File: config.mk
export PLATFORM = sky130hd
export DESIGN_NAME = multicycle_control
export DESIGN_NICKNAME = d
export VERILOG_FILES = /design/src/rtl/mips_control_defs.sv /design/src/rtl/mem_wait_timer.sv /design/src/rtl/multicycle_control.sv
export SDC_FILE = /design/constraint.sdc
export NUM_CORES = 1
export LEC_CHECK = 0
export ABC_AREA = 1
export CAP_MARGIN = 30
export CELL_PAD_IN_SITES_DETAIL_PLACEMENT = 1
export CELL_PAD_IN_SITES_GLOBAL_PLACEMENT = 2
export CORE_ASPECT_RATIO = 0.7
export CORE_MARGIN = 4
export CORE_UTILIZATION = 28
export CTS_CLUSTER_DIAMETER = 30
export DETAILED_ROUTE_END_ITERATION = 16
export PLACE_DENSITY = 0.9
export SYNTH_ARGS = -nofsm -noshare
export SYNTH_HDL_FRONTEND = slang
export SYNTH_SLANG_ARGS = --single-unit
File: constraint.sdc
create_clock -name clk -period 2.3 [get_ports clk]
set_input_delay 0.345 -clock clk [delete_from_list [all_inputs] [get_ports clk]]
set_output_delay 0.345 -clock clk [all_outputs]
set_load 0.01 [all_outputs]
File: src/rtl/mips_control_defs.sv
// Shared encodings for the multicycle MIPS control path: FSM state codes,
// primary opcodes, ALU control classes and datapath mux selects.
package mips_control_defs;

    typedef enum logic [3:0] {
        S_IDLE      = 4'd0,
        S_FETCH     = 4'd1,
        S_DECODE    = 4'd2,
        S_MEM_ADDR  = 4'd3,
        S_MEM_READ  = 4'd4,
        S_MEM_WB    = 4'd5,
        S_MEM_WRITE = 4'd6,
        S_R_EXEC    = 4'd7,
        S_R_WB      = 4'd8,
        S_BRANCH    = 4'd9,
        S_JUMP      = 4'd10,
        S_I_EXEC    = 4'd11,
        S_I_WB      = 4'd12,
        S_ERROR     = 4'd15
    } state_t;

    localparam logic [5:0] OP_RTYPE = 6'b000000;
    localparam logic [5:0] OP_LW    = 6'b100011;
    localparam logic [5:0] OP_SW    = 6'b101011;
    localparam logic [5:0] OP_BEQ   = 6'b000100;
    localparam logic [5:0] OP_BNE   = 6'b000101;
    localparam logic [5:0] OP_J     = 6'b000010;
    localparam logic [5:0] OP_ADDI  = 6'b001000;
    localparam logic [5:0] OP_ORI   = 6'b001101;
    localparam logic [5:0] OP_ANDI  = 6'b001100;
    localparam logic [5:0] OP_LUI   = 6'b001111;

    localparam logic [2:0] ALU_RTYPE = 3'b111;
    localparam logic [2:0] ALU_ADD   = 3'b100;
    localparam logic [2:0] ALU_OR    = 3'b101;
    localparam logic [2:0] ALU_AND   = 3'b001;
    localparam logic [2:0] ALU_LUI   = 3'b110;
    localparam logic [2:0] ALU_SUB   = 3'b011;

    localparam logic [1:0] SRC_B_REG    = 2'b00;
    localparam logic [1:0] SRC_B_FOUR   = 2'b01;
    localparam logic [1:0] SRC_B_IMM    = 2'b10;
    localparam logic [1:0] SRC_B_IMM_SH = 2'b11;

    localparam logic [1:0] PC_SRC_ALU    = 2'b00;
    localparam logic [1:0] PC_SRC_ALUOUT = 2'b01;
    localparam logic [1:0] PC_SRC_JUMP   = 2'b10;

    function automatic state_t decode_target(input logic [5:0] op);
        case (op)
            OP_RTYPE:                         return S_R_EXEC;
            OP_LW, OP_SW:                     return S_MEM_ADDR;
            OP_BEQ, OP_BNE:                   return S_BRANCH;
            OP_J:                             return S_JUMP;
            OP_ADDI, OP_ORI, OP_ANDI, OP_LUI: return S_I_EXEC;
            default:                          return S_ERROR;
        endcase
    endfunction

    function automatic logic [2:0] imm_alu_op(input logic [5:0] op);
        case (op)
            OP_ORI:  return ALU_OR;
            OP_ANDI: return ALU_AND;
            OP_LUI:  return ALU_LUI;
            default: return ALU_ADD;
        endcase
    endfunction

endpackage

File: src/rtl/mem_wait_timer.sv
// Counts stalled cycles in a memory-wait state; flags the stall that would
// make the count reach LIMIT.
module mem_wait_timer #(
    parameter int unsigned LIMIT = 15
) (
    input  logic clk,
    input  logic reset,
    input  logic clear,
    input  logic stall,
    output logic limit_reached
);

    localparam int unsigned W = (LIMIT < 2) ? 1 : $clog2(LIMIT + 1);
    localparam logic [W-1:0] LAST = W'(LIMIT - 1);

    logic [W-1:0] count_q;

    always_ff @(posedge clk or posedge reset) begin
        if (reset) begin
            count_q <= '0;
        end else if (clear) begin
            count_q <= '0;
        end else if (stall) begin
            count_q <= count_q + 1'b1;
        end
    end

    // Current stall is the LIMIT-th one: the caller may still let a
    // simultaneous ready win, so this is only asserted while stalling.
    assign limit_reached = stall && (count_q == LAST);

endmodule

File: src/rtl/multicycle_control.sv
// Multicycle MIPS main control FSM with memory-wait timeout and sticky
// illegal-opcode / timeout flags.
module multicycle_control
    import mips_control_defs::*;
#(
    parameter int unsigned WAIT_LIMIT = 15
) (
    input  logic       clk,
    input  logic       reset,
    input  logic [5:0] opcode_i,
    input  logic       zero_i,
    input  logic       mem_ready_i,
    output logic       pc_write_o,
    output logic       i_or_d_o,
    output logic       mem_read_o,
    output logic       mem_write_o,
    output logic       ir_write_o,
    output logic       reg_write_o,
    output logic       reg_dst_o,
    output logic       mem_to_reg_o,
    output logic       alu_src_a_o,
    output logic [1:0] alu_src_b_o,
    output logic [2:0] alu_op_o,
    output logic [1:0] pc_src_o,
    output logic       zero_ext_o,
    output logic [3:0] state_o,
    output logic       illegal_op_o,
    output logic       timeout_o
);

    state_t     state_q, state_d;
    logic [5:0] opcode_q;
    logic       illegal_q, timeout_q;
    logic       set_illegal, set_timeout;
    logic       stall, timer_clear, limit_reached;

    assign stall       = (state_q inside {S_FETCH, S_MEM_READ, S_MEM_WRITE}) && !mem_ready_i;
    // Any state change restarts the count, which covers entry into every wait state.
    assign timer_clear = (state_d != state_q);

    mem_wait_timer #(.LIMIT(WAIT_LIMIT)) u_wait_timer (
        .clk           (clk),
        .reset         (reset),
        .clear         (timer_clear),
        .stall         (stall),
        .limit_reached (limit_reached)
    );

    always_ff @(posedge clk or posedge reset) begin
        if (reset) begin
            state_q   <= S_IDLE;
            opcode_q  <= '0;
            illegal_q <= 1'b0;
            timeout_q <= 1'b0;
        end else begin
            state_q <= state_d;
            if (state_q == S_DECODE) opcode_q <= opcode_i;
            if (set_illegal) illegal_q <= 1'b1;
            if (set_timeout) timeout_q <= 1'b1;
        end
    end

    always_comb begin
        state_d      = state_q;
        set_illegal  = 1'b0;
        set_timeout  = 1'b0;
        pc_write_o   = 1'b0;
        i_or_d_o     = 1'b0;
        mem_read_o   = 1'b0;
        mem_write_o  = 1'b0;
        ir_write_o   = 1'b0;
        reg_write_o  = 1'b0;
        reg_dst_o    = 1'b0;
        mem_to_reg_o = 1'b0;
        alu_src_a_o  = 1'b0;
        alu_src_b_o  = SRC_B_REG;
        alu_op_o     = '0;
        pc_src_o     = PC_SRC_ALU;
        zero_ext_o   = 1'b0;

        case (state_q)
            S_IDLE: state_d = S_FETCH;
            S_FETCH: begin
                mem_read_o  = 1'b1;
                alu_src_b_o = SRC_B_FOUR;
                alu_op_o    = ALU_ADD;
                ir_write_o  = mem_ready_i;
                pc_write_o  = mem_ready_i;
                if (mem_ready_i) begin
                    state_d = S_DECODE;
                end else if (limit_reached) begin
                    state_d     = S_ERROR;
                    set_timeout = 1'b1;
                end
            end
            S_DECODE: begin
                alu_src_b_o = SRC_B_IMM_SH;
                alu_op_o    = ALU_ADD;
                state_d     = decode_target(opcode_i);
                set_illegal = (state_d == S_ERROR);
            end
            S_MEM_ADDR: begin
                alu_src_a_o = 1'b1;
                alu_src_b_o = SRC_B_IMM;
                alu_op_o    = ALU_ADD;
                state_d     = (opcode_q == OP_LW) ? S_MEM_READ : S_MEM_WRITE;
            end
            S_MEM_READ: begin
                mem_read_o = 1'b1;
                i_or_d_o   = 1'b1;
                if (mem_ready_i) begin
                    state_d = S_MEM_WB;
                end else if (limit_reached) begin
                    state_d     = S_ERROR;
                    set_timeout = 1'b1;
                end
            end
            S_MEM_WB: begin
                reg_write_o  = 1'b1;
                mem_to_reg_o = 1'b1;
                state_d      = S_FETCH;
            end
            S_MEM_WRITE: begin
                mem_write_o = 1'b1;
                i_or_d_o    = 1'b1;
                if (mem_ready_i) begin
                    state_d = S_FETCH;
                end else if (limit_reached) begin
                    state_d     = S_ERROR;
                    set_timeout = 1'b1;
                end
            end
            S_R_EXEC: begin
                alu_src_a_o = 1'b1;
                alu_op_o    = ALU_RTYPE;
                state_d     = S_R_WB;
            end
            S_R_WB: begin
                reg_write_o = 1'b1;
                reg_dst_o   = 1'b1;
                alu_op_o    = ALU_RTYPE;
                state_d     = S_FETCH;
            end
            S_BRANCH: begin
                alu_src_a_o = 1'b1;
                alu_op_o    = ALU_SUB;
                pc_src_o    = PC_SRC_ALUOUT;
                pc_write_o  = (opcode_q == OP_BNE) ? !zero_i : zero_i;
                state_d     = S_FETCH;
            end
            S_JUMP: begin
                pc_src_o   = PC_SRC_JUMP;
                pc_write_o = 1'b1;
                state_d    = S_FETCH;
            end
            S_I_EXEC, S_I_WB: begin
                alu_src_a_o = 1'b1;
                alu_src_b_o = SRC_B_IMM;
                alu_op_o    = imm_alu_op(opcode_q);
                zero_ext_o  = (opcode_q == OP_ORI) || (opcode_q == OP_ANDI);
                if (state_q == S_I_WB) begin
                    reg_write_o = 1'b1;
                    state_d     = S_FETCH;
                end else begin
                    state_d = S_I_WB;
                end
            end
            S_ERROR: state_d = S_ERROR;
            default: state_d = S_ERROR;
        endcase
    end

    assign state_o      = state_q;
    assign illegal_op_o = illegal_q;
    assign timeout_o    = timeout_q;

endmodule

* Word level (Yosys, flattened, before mapping)
Cells that the tools add are included.
** Operators by class
- Reductions and logical operators :: 22
- Muxes and demuxes :: 31
- Equal/unequal tests :: 29
- Add/sub/neg operators :: 1
** Operators with widths (count)
- $eq 6x4->1 const B :: 7
- $mux 4 :: 8
- $pmux 4 s8 :: 1
- $eq 4x4->1 const B :: 7
- $pmux 4 s5 :: 1
- $eq 6x3->1 const B :: 3
- $eq 6x6->1 const B :: 3
- $eq 4x3->1 const B :: 4
- $mux 1 :: 14
- $reduce_or 2->1 :: 7
- $pmux 3 s4 :: 1
- $reduce_or 5->1 :: 2
- $pmux 3 s3 :: 1
- $reduce_or 3->1 :: 3
- $eq 4x2->1 const B :: 2
- $eq 6x2->1 const B :: 1
- $logic_not 6->1 :: 1
- $pmux 2 s3 :: 1
- $add 4x1->4 const B :: 1
- $eq 4x1->1 const B :: 1
- $logic_not 4->1 :: 1
- $ne 4x4->1 :: 1
- $pmux 2 s2 :: 1
- $reduce_or 4->1 :: 1
- other kinds (8) :: 10
** Word-level totals
- Flip-flop bits (word level) :: 16
- Output and inout port bits :: 23
- Word-level logic and storage cells :: 88
- Input port bits :: 10

* Depth between registers and ports, before layout
- Depth in word-level cells :: 9
- Gate-level depth with buffers :: 14
- Gate-level depth less buffers :: 14

* Modules after synthesis
Synthesis repeated with hierarchy kept, for this count alone.
** Unflattened totals
- Cells, all modules :: 204
- Area, all modules :: 1278.7 um^2
** By module, submodules not included
- multicycle_control :: cells an instance 177, sequential area each 300.3 um^2, instances 1, area each 1049.8 um^2
- mem_wait_timer :: cells an instance 27, sequential area each 100.1 um^2, instances 1, area each 229.0 um^2

* Worst setup path before layout
Ideal clock, no wire load.
- Kind :: reg2out
- From :: register state_q[2], in the netlist state_o[2]
- To :: output port alu_op_o[0]
- Arrival time :: 1332 ps
- Slack :: 623 ps
- Cell stages (with the launch flop) :: 8
- Buffers on the path :: 0
- Required time :: 1955 ps
- Path through :: dfrtp_1 inv_2 nand2_2 nor2_1 a21oi_1 nor3_1 inv_1 nand2_1
** On the way
- Longest elaborated chain between the ends :: 3
- Elaborated cells between the ends (all ways) :: 12
- Those cells by class :: eq/ne (8); mux (1); reduce/logical (3)
** Ends and longest elaborated chain
- start, declared :: line multicycle_control.sv:31 : state_t state_q, state_d;
- start signal, assigned :: line multicycle_control.sv:56 : state_q <= state_d;
- $eq 4x1->1, or another cell as far along :: line multicycle_control.sv:81 : case (state_q)
- $reduce_or 3->1 (no line), or another cell as far along
- $pmux 3 s4 * :: line multicycle_control.sv:81
- end, declared :: line multicycle_control.sv:23 : output logic [2:0] alu_op_o,
Mark *: on every way between the ends. The rest lies on a longest branch, timed or not.

* Worst setup path in the final report
- From :: register state_q[3], in the netlist state_o[3]
- To :: output port mem_write_o
** On the way
- Longest elaborated chain between the ends :: 2
** Ends and longest elaborated chain
- $eq 4x3->1 :: line multicycle_control.sv:81
- $mux 1 :: line multicycle_control.sv:81
- end, declared :: line multicycle_control.sv:16 : output logic mem_write_o,
Every way passes these cells.

==> reports/metrics.cfg <==
[outcome]
run_status=finished, final reports clean

[yosys]
synthesis.nets=204
syn_area_um2=1310
synth_fa_ha_area_share_pct=1.91
synth_ff_type=dfrtp_1
synth_cells=192
synth_compound_area_share_pct=8.11
synth_xor_area_share_pct=2.00
yosys_warnings=0
synth_top_cell_area_share_pct=30.5
synth_area_leaders=dfrtp_1 31%, nand2_1 12%, nor2_1 9.2%
synth_seq_cells=16
ys_top_cells_by_count=42 x nand2_1, 32 x nor2_1, 19 x inv_1
synth.most_common_cell=nand2_1
synth_edf_count=0
avgSynthCellArea_um2=6.83
synth_top_family_by_area=simple AND/OR/NAND/NOR gates
yosysSeqAreaShare_pct=30.5
ys_types=28
yosysTopAreaCell=dfrtp_1
synth-simple-area-share_pct=48.2
synthArstFlopShare_pct=100
synthMuxAreaShare_pct=0

[timing]
setup_ws_ns=0.0876
period_minus_slack_ns=2.21
post-route-period-util_pct=96.2
tightest_slew_ns=0.635
skew_ns=0.00947
setup_viol=0
max_freq_ghz=0.452
slew-limit-headroom_pct=57.6
slew_viol_final=0
hold_violations=0

[setup_path]
critical_path_arrival_ns=1.87
crit_chain=buf_4, nor2_4, buf_4, inv_1, nor2_1, clkdlybuf4s50_1
regToRegSetupSlack_ns=0.44
path_delay_family=buffers and inverters
crit_path_max_incr_delay_ns=0.54
worst-path-buf-inv=4
end_kind=output port
r2r_end=u_wait_timer.count_q[0]$_DFFE_PP0P_
worst-r2r-cell-count=13
endpoint=mem_write_o
critPathMaxFanout=6
required_ns=1.96
critPathLaunchType=register
crit_slowest_cell=clkdlybuf4s50_1
crit_start=state_o[3]$_DFF_PP0_
rr_startpoint=state_o[3]$_DFF_PP0_
crit_path_frequent_cell=buf_4
cp.depth=6
worstSetupPathType=reg -> out

[placement]
dp_hpwl_um=3140
dp.cells=279
gp_congestion=0.818
io_buffers=32
dp_worst_setup_slack_ns=0.148

[route]
avgViaCountPerCell=4.52
routed_wl_um=3930
dr.pass1.iters=4
first_iter_violations=49
num_vias=1325
ant_nets=0
drc=0
wire_per_inst_um=13.4

[global_routing]
antenna_found_initial=0
grt_max_degree=17
grt_pass1_vias=1273
overflow=0
grt_first_pass_wirelength_um=6280
grt_usage_pct=13.3

[power]
power_leakage_nw=1.04
ir_drop_v=0.000174
pwr_density_cell_nw_per_um2=303

[die]
die_area_um2=5860
die_height_um=65.3
die_w_um=89.8
core_um2=4430
initial_utilization_pct=29.6
fp-row-count=20
io_pins=33

[finish]
area_growth_syn_to_layout_pct=44.0
nets=251
drive_gt1_share_pct=29.8
antennaDiodeCount=0
layout.cells.non_filler=293

[clocking]
clk_latency_ns=0.25
clkTransAtPathRegs_ns=0.07
h-tree-depth=1
clockBufferDepth=2
numCtsBuffers=3
cts_tree=yes
cts_root_buffer=clkbuf_8
cts_num_sinks=16

[hold_path]
min_path_type=reg -> reg

[flow_run]
maxCapViolations=0

-- where the power goes --
| part | internal, mW | switching [mW] | leakage [nW] |
|---|---|---|---|
| Combinational | 0.0170 | 0.0199 | 0.856 |
| Sequential | 0.281 | 0.0000798 | 0.160 |
| Clock | 0.152 | 0.101 | 0.0288 |
| Total | 0.450 | 0.121 | 1.04 |
-- cells by family (layout without fill, tap and decap cells) --
logic type | after synthesis | after routing
compound gates | 18 | 18
fa+ha+maj | 2 | 2
flops | 16 | 16
buf+inv | 30 | 76
simple gates | 123 | 123
xor+xnor | 3 | 3
-- worst min-delay path by stage --
stage | start | endpoint | slack (ns) | cells after the start
final | timeout_o$_DFFE_PP0P_ | timeout_o$_DFFE_PP0P_ | 0.46 | 2
after global routing | reset | illegal_op_o$_DFFE_PP0P_ | 0.52 | 2
after CTS | timeout_o$_DFFE_PP0P_ | timeout_o$_DFFE_PP0P_ | 0.47 | 2
after detailed placement | timeout_o$_DFFE_PP0P_ | timeout_o$_DFFE_PP0P_ | 0.45 | 2
after global placement | timeout_o$_DFFE_PP0P_ | timeout_o$_DFFE_PP0P_ | 0.45 | 2
after floorplan | reset | illegal_op_o$_DFFE_PP0P_ | 0.26 | 1
-- flip-flops by register name (all words and copies together) (netlist names) --
signal	flops
state_o	4
illegal_op_o	1
timeout_o	1
u_wait_timer.count_q	4
opcode_q	6
-- layout make-up --
type | count | area [um^2]
inverters | 28 | 109
clock buffers | 4 | 55.1
multi-input cells | 146 | 821
fillers | 563 | 2540
repair buffers | 44 | 429
flip-flops and latches | 16 | 405
well taps | 55 | 68.8
-- placed cells by master, fill, tap and decap left out, types with 2 or more instances in the layout --
cell type,n
nand2_1,40
nor2_1,29
clkdlybuf4s50_1,23
inv_1,19
nand2_2,18
dfrtp_1,12
buf_4,12
nand3_1,8
dlymetal6s2s_1,8
inv_2,7
o21ai_0,7
nor2_4,6
nand3_2,5
nor2_2,5
nand2_4,4
nand4_1,4
clkbuf_8,4
dfrtp_2,4
o21ai_1,3
xor2_1,3
a21oi_2,2
o31ai_1,2
ha_1,2
-- routing by layer --
layer / track usage, % / share of wire, %
met1: 19.4 / 55
met3: 2.97 / 4.4
met4: 4.59 / 1.2
met5: 0 / 0
met2: 19.1 / 40
-- per-stage QoR --
stage | total power, mW | utilization [%] | instance area, um^2 | setup TNS, ns | hold slack, ns
after floorplan | 0.300 | - | 1310 | 0 | 0.259
after global placement | 0.325 | 38.4 | 1700 | 0 | 0.453
after detailed placement | 0.324 | 38.4 | 1700 | 0 | 0.450
after CTS | 0.582 | 40.0 | 1770 | -0.0173 | 0.469
after global routing | 0.600 | 42.6 | 1890 | -0.000752 | 0.515
final | 0.571 | 42.6 | 1890 | 0 | 0.465
-- tightest hold or removal path, stage by stage (launching register included) --
cell and delay (ns):
dfrtp_1 0.34, inv_1 0.04, nand2_1 0.05
-- repair_timing --
action                                  in CTS  in global routing
pin swaps                                    0                  2
endpoints found under the setup margin       7                  7
hold buffers                                 0                  0
gates cloned                                 0                  0
setup buffers                                0                 10
resized for setup                            9                 14
hold endpoints to repair                     0                  0
Power figures use the tool's default switching activity.
